**config.mk**
```make
export PLATFORM = sky130hd
export DESIGN_NAME = hit_judge
export DESIGN_NICKNAME = d
export VERILOG_FILES = /design/src/rtl/hit_judge.sv
export SDC_FILE = /design/constraint.sdc
export NUM_CORES = 1
export LEC_CHECK = 0
export ABC_AREA = 1
export ABC_CLOCK_PERIOD_IN_PS = 9700
export BUFFER_PORTS_ARGS = -buffer_cell sky130_fd_sc_hd__buf_2
export CORE_MARGIN = 2
export CORE_UTILIZATION = 62
export CTS_CLUSTER_DIAMETER = 40
export CTS_CLUSTER_SIZE = 40
export DETAILED_ROUTE_END_ITERATION = 12
export PLACE_DENSITY = 0.77
export SLEW_MARGIN = 10
export SYNTH_ARGS = -nofsm -noshare
export SYNTH_HDL_FRONTEND = slang
export SYNTH_SLANG_ARGS = --single-unit
```
**constraint.sdc**
```tcl
create_clock -name clock -period 9.7 [get_ports clock]
set_clock_uncertainty 0.1 [all_clocks]
set_input_delay 1.94 -clock clock [delete_from_list [all_inputs] [get_ports clock]]
set_output_delay 1.94 -clock clock [all_outputs]
set_load 0.02 [all_outputs]
```
**src/rtl/hit_judge.sv**
```systemverilog
// Reaction game judge: synchronizes and debounces 8 buttons, lights a pseudo-random
// target and scores correct presses, flagging wrong presses and timeouts as misses.
module hit_judge #(
    parameter int          DEBOUNCE_CYC = 50000,
    parameter int          WINDOW_CYC   = 25000000,
    parameter logic [15:0] LFSR_SEED    = 16'hACE1
) (
    input  logic        clock,
    input  logic        reset,
    input  logic        start,
    input  logic [7:0]  btn,
    input  logic        game_over,
    output logic [7:0]  target,
    output logic        hit,
    output logic        miss,
    output logic [13:0] score,
    output logic        playing
);

    localparam int DB_W  = $clog2(DEBOUNCE_CYC + 1);
    localparam int WIN_W = $clog2(WINDOW_CYC + 1);
    localparam logic [DB_W-1:0]  DB_LAST   = DB_W'(DEBOUNCE_CYC - 1);
    localparam logic [WIN_W-1:0] WIN_LAST  = WIN_W'(WINDOW_CYC - 1);
    localparam logic [13:0]      SCORE_MAX = 14'd9999;

    typedef enum logic [2:0] {
        S_IDLE,
        S_ARM,
        S_WAIT,
        S_RELEASE,
        S_DONE
    } state_t;

    function automatic logic [13:0] sat_inc(input logic [13:0] value);
        if (value >= SCORE_MAX) return SCORE_MAX;
        return value + 14'd1;
    endfunction

    logic [7:0]      sync_p0, sync_p1;
    logic [7:0]      db_level, db_prev, press;
    logic [DB_W-1:0] db_cnt [8];
    logic [15:0]     lfsr;
    logic [2:0]      prev_idx, prev_idx_n, idx_raw, idx_sel;
    logic [WIN_W-1:0] win_cnt, win_cnt_n;
    state_t          state, state_n;
    logic [7:0]      target_n;
    logic            hit_n, miss_n, playing_n;
    logic [13:0]     score_n;

    // Stage p0/p1: two-flop synchronizer, then per-button debounce counters
    always_ff @(posedge clock or posedge reset) begin
        if (reset) begin
            sync_p0  <= '0;
            sync_p1  <= '0;
            db_level <= '0;
            db_prev  <= '0;
            for (int i = 0; i < 8; i++) db_cnt[i] <= '0;
        end else begin
            sync_p0 <= btn;
            sync_p1 <= sync_p0;
            db_prev <= db_level;
            for (int i = 0; i < 8; i++) begin
                if (sync_p1[i] != db_level[i]) begin
                    if (db_cnt[i] == DB_LAST) begin
                        db_level[i] <= sync_p1[i];
                        db_cnt[i]   <= '0;
                    end else begin
                        db_cnt[i] <= db_cnt[i] + 1'b1;
                    end
                end else begin
                    db_cnt[i] <= '0;
                end
            end
        end
    end

    assign press = db_level & ~db_prev;

    // Free-running Fibonacci LFSR, taps 16,14,13,11
    always_ff @(posedge clock or posedge reset) begin
        if (reset) lfsr <= LFSR_SEED;
        else       lfsr <= {lfsr[0] ^ lfsr[2] ^ lfsr[3] ^ lfsr[5], lfsr[15:1]};
    end

    // Never repeat the previous target: bump the index by one (mod 8) on a collision
    assign idx_raw = lfsr[2:0];
    assign idx_sel = (idx_raw == prev_idx) ? idx_raw + 3'd1 : idx_raw;

    always_comb begin
        state_n    = state;
        target_n   = target;
        hit_n      = 1'b0;
        miss_n     = 1'b0;
        score_n    = score;
        prev_idx_n = prev_idx;
        win_cnt_n  = win_cnt;
        case (state)
            S_IDLE: begin
                target_n = '0;
                if (start) state_n = S_ARM;
            end
            S_ARM: begin
                prev_idx_n = idx_sel;
                target_n   = 8'b1 << idx_sel;
                win_cnt_n  = '0;
                state_n    = S_WAIT;
            end
            S_WAIT: begin
                win_cnt_n = win_cnt + 1'b1;
                if (press != '0) begin
                    if ((press & ~target) != '0) begin
                        miss_n = 1'b1;
                    end else begin
                        hit_n   = 1'b1;
                        score_n = sat_inc(score);
                    end
                    target_n = '0;
                    state_n  = S_RELEASE;
                end else if (win_cnt == WIN_LAST) begin
                    miss_n   = 1'b1;
                    target_n = '0;
                    state_n  = S_RELEASE;
                end
            end
            S_RELEASE: begin
                target_n = '0;
                if (db_level == '0) state_n = S_ARM;
            end
            default: begin
                target_n = '0;
            end
        endcase
        // game_over overrides everything, including a judgement due this cycle
        if (game_over && state != S_DONE) begin
            state_n  = S_DONE;
            target_n = '0;
            hit_n    = 1'b0;
            miss_n   = 1'b0;
            score_n  = score;
        end
        playing_n = (state_n == S_ARM) || (state_n == S_WAIT) || (state_n == S_RELEASE);
    end

    // Stage p2: registered FSM state and outputs
    always_ff @(posedge clock or posedge reset) begin
        if (reset) begin
            state    <= S_IDLE;
            target   <= '0;
            hit      <= 1'b0;
            miss     <= 1'b0;
            score    <= '0;
            playing  <= 1'b0;
            prev_idx <= '0;
            win_cnt  <= '0;
        end else begin
            state    <= state_n;
            target   <= target_n;
            hit      <= hit_n;
            miss     <= miss_n;
            score    <= score_n;
            playing  <= playing_n;
            prev_idx <= prev_idx_n;
            win_cnt  <= win_cnt_n;
        end
    end

endmodule

```
# == After elaboration in Yosys (flattened, before gate mapping) ==
# Cells that the tools add are included.
# classes
add_sub_neg,11
mul,0
div_mod_pow,0
magnitude_cmp,1
n_eq_ne,26
shifts,1
n_mux,43
bitwise,9
n_reduce_logical,17
# ops
cell,count
$mux 16,16
$add 16x1->16 const B,8
$eq 16x16->1 const B,8
$pmux 25 s2,1
$mux 14,2
$add 25x1->25 const B,1
$eq 25x25->1 const B,1
$mux 8,3
$mux 3,6
$and 8x8->8,2
$not 8->8,2
$pmux 8 s2,1
$reduce_and 2->1,8
$reduce_bool 8->1,2
$add 14x1->14 const B,1
$ge 14x14->1 const B,1
$mux 1,13
$eq 3x2->1 const B,4
$pmux 3 s4,1
$logic_not 8->1,1
$ne 1x1->1,8
$shl 1x3->8 const A,1
$eq 3x1->1 const B,2
$ne 4x4->1 const B,1
10 further kinds,14
# word_totals
ff_bits,232
latchBits,0
ram_bits,0
mem_bits_ro,0
in_bits,12
out_inout_bits,25
elab_cells,136
mem_count,0

# == Longest topological paths before layout ==
# depth
ltp_word,9
mapped_depth,11
mapped_depth_nobuf,11

# == Worst setup path before layout ==
# No wires, ideal clock.
# synth_path
path_type,input -> register
from,input port game_over
to,register playing
setup_ps,139
t_arrival_ps,2446
t_required_ps,9461
setup_slack_ps,7016
stages,5
path_buffers,0
cell_sequence,inv_1 > a21oi_1 > inv_1 > nand2_1 > a41oi_1
# synth_between
elab_chain_len,5
elab_cells_between_ends,7
cone_classes,eq/ne: 3; mux: 1; reduce/logical: 3
# synth_rtl
element,line,source
start: declaration,12,"input logic game_over,"
$logic_and 1x1->1 (*),134,if (game_over && state != S_DONE) begin
$mux 3 (*),134,
$eq 3x1->1 or $eq 3x2->1 (tied branches),141,playing_n = (state_n == S_ARM) || (state_n == S_WAIT) || (state_n == S_RELEASE);
$logic_or 1x1->1,141,
$logic_or 1x1->1 (*),141,
via playing_n,47,"logic hit_n, miss_n, playing_n;"
end signal: assignment,161,playing <= playing_n;
end: declaration,17,output logic playing
# The timed path passes the listed nets; every way through them passes the cells marked *.
# A chain may end at the register's enable or synchronous reset.

# == Worst setup path after layout ==
# layout_path
from,input port game_over
to,register score[2]
# layout_between
elab_chain_len,3
# layout_rtl
element,line,source
$logic_and 1x1->1,134,
$not 1->1 (no source line),n/a,
$reduce_and 4->1 (no source line),n/a,
end signal: assignment,160,score <= score_n;
end: declaration,16,"output logic [13:0] score,"
# Every way passes these cells.

==> impl_metrics.toml <==
[run_status]
outcome = "finished clean"

[setup_path]
cp.arrival_ps = 3710
required_ps = 10040
cp_top_family = "simple AND/OR/NAND/NOR gates"
crit_top_cell = "nand2_1"
path_cells = "buf_2 > nor2_1 > nand2_1 > inv_1 > nand2_1 > nand2_1"
crit_buf_inv = 2
worstSetupPathType = "in -> reg"
cpPeakStageDelay_ps = 580
start_kind = "input port"
cp_slowest_cell = "nand2_1"
end_kind = "register"
crit_path_max_fanout = 22

[clock_network]
cts-root-buf = "clkbuf_16"
cts_htree_levels = 2
cts_buffer_depth = 3
clk_pin_slew_worst_paths_ps = 60
clock_latency_ps = 510
cts_tree = "done"
cts_resized = 0
postCtsSetupRepairBufs = 0
cts_hold_buf = 0
clock-sinks = 232
numCtsBuffers = 35

[run]
max_cap_violations = 0

[logic_synthesis]
syn-instance-count = 1364
syn_area_per_cell_um2 = 8.36
synth_top_area_share_pct = 49.1
yosys-top-cells-count = "nand2_1, dfrtp_1, nor2_1"
syn_area_um2 = 11400
ys_seq_elements = 232
ys_warn_count = 0
syn_nets = 1387
synth.distinct_cells = 47
synth_top_area_cell = "dfrtp_1"
synthArstFlopShare_pct = 100
ys_seq_area_share_pct = 51.0
synth-main-ff-cell = "dfrtp_1"
synth_most_common_cell = "nand2_1"
synth_edf_count = 0
ys_top_cells_by_area = "dfrtp_1, nand2_1, nor2_1, inv_1, nand3_1"

[global_routing]
grt_use_total_pct = 24.9
antenna_found_initial = 0
grt_pass1_vias = 8906
grt_overflow_total = 0
grt_max_degree = 148
grt_pass1_wl_um = 40700

[power_and_ir_drop]
p_per_area_nw_per_um2 = 178
power_leakage_nw = 5.81
peakVddDrop_uv = 162

[place]
placed_cell_area_um2 = 11800
gp_congestion = 0.862
io_buffers = 36
hpwl_um = 15600

[timing]
finalSetupTns_ps = 0
slew_viol_final = 0
tightestPinTransition_ps = 1030
relSlewSlack_pct = 31.4
fin_crit_sh_pct = 34.7
finalSetupViolations = 0
hold_viol_final = 0
fmax_ghz = 0.297
rsz0062_at_grt = "no"
period_needed_ps = 3370

[route]
drc = 0
avgViaCountPerCell = 5.51
route.vias.total = 9281
drt_wl_total_um = 23600
drt_iter0_markers = 544
routedWlPerCell_um = 14.0
drtAntennaViolNets = 0
first_pass_iters = 5

[layout]
final_area_um2 = 13000
area_delta_synth_final_pct = 14.3
num_antenna_cells = 0
drive_above_1_share_pct = 12.2
final_nets = 1451

[floorplan]
rows = 49
start_util_pct = 63.3
die_w_um = 140
dieArea_um2 = 19500
io_pins = 37
die_h_um = 140
core_um2 = 18000

[worst_hold_path]
hp-class = "reg -> reg"
[registers in the layout, indices dropped and copies added, names as in the netlist, 8 cells and up]
name      cells
score        14
db_prev       8
db_level      8
sync_p1       8
sync_p0       8
target        8
db_cnt      128
lfsr         16
win_cnt      25
[stage by stage]
| stage | hold WS, ps | utilization, % | total power, mW | cells | setup slack [ps] |
|---|---|---|---|---|---|
| floorplan | 231 | - | 1.05 | 1364 | 1310 |
| global placement | 233 | 65.7 | 1.07 | 1620 | 5690 |
| detailed placement | 235 | 65.7 | 1.07 | 1620 | 5670 |
| CTS | 242 | 72.3 | 2.34 | 1684 | 6200 |
| global route | 248 | 72.3 | 2.40 | 1684 | 5950 |
| finish | 240 | 72.3 | 2.32 | 1684 | 6330 |
[report_power, final]
group	internal, mW	total (mW)	switching (mW)	leakage, nW
combinational	0.0157	0.0600	0.0444	2.09
sequential	0.981	0.991	0.00955	3.15
clock	0.765	1.27	0.504	0.579
[area by class of cell]
cell class              count  area, um^2
inverters                 189         717
clock buffers              39         912
fillers                  1352        4990
repair buffers             37         188
well taps                 229         287
multi-input cells         933        4830
flip-flops and latches    232        5820
clock inverters            25         287
[worst reg2reg max path, delay by kind of cell (launching register included)]
family / cells / cell delay (ps)
flops: 1 / 430
simple gates: 5 / 1830
buf+inv: 2 / 450
[kinds of logic after synthesis]
kind of cell | share of synthesized area, %
AND/OR/NAND/NOR | 29.2
adder cells (fa/ha/maj) | 1.21
multiplexers | 0.581
flip-flops | 51.0
AO/OA/AOI/OAI | 6.89
XOR/XNOR | 4.43
buffers and inverters | 6.68
[layer usage]
metal  GRT usage [%]  wire length, um  vias up
met1            34.2            10600     4414
met2            39.9            11200      229
met3            4.37             1130       58
li1                -                -     4580
met5               0                0        -
met4            9.84              673        0
[cell usage in the layout (no fill, tap or decap), types with 20 or more instances in the layout]
cell and instances:
nor3_1 54, a21oi_1 55, buf_2 36, nor2_2 25
nor3b_1 20, inv_1 183, dfrtp_1 224, clkbuf_16 36
nand3_1 79, nand2_1 248, nor2_1 198, o21ai_0 45
xor2_1 38, nand4_1 41
[worst paths after layout]
check                                  end  cells past startpoint  slack [ps]  startpoint
worst min-delay path            sync_p1[3]                      0         240  sync_p0[3]
worst max register to register    score[2]                      7        6820    state[2]
worst max-delay path              score[2]                      6        6330   game_over
min in group asynchronous       db_cnt[71]                      2        1530       reset
worst min register to register  sync_p1[3]                      0         240  sync_p0[3]
max in group asynchronous        db_cnt[2]                      3        6370       reset
Note: power is estimated with default switching activity, not from simulation.
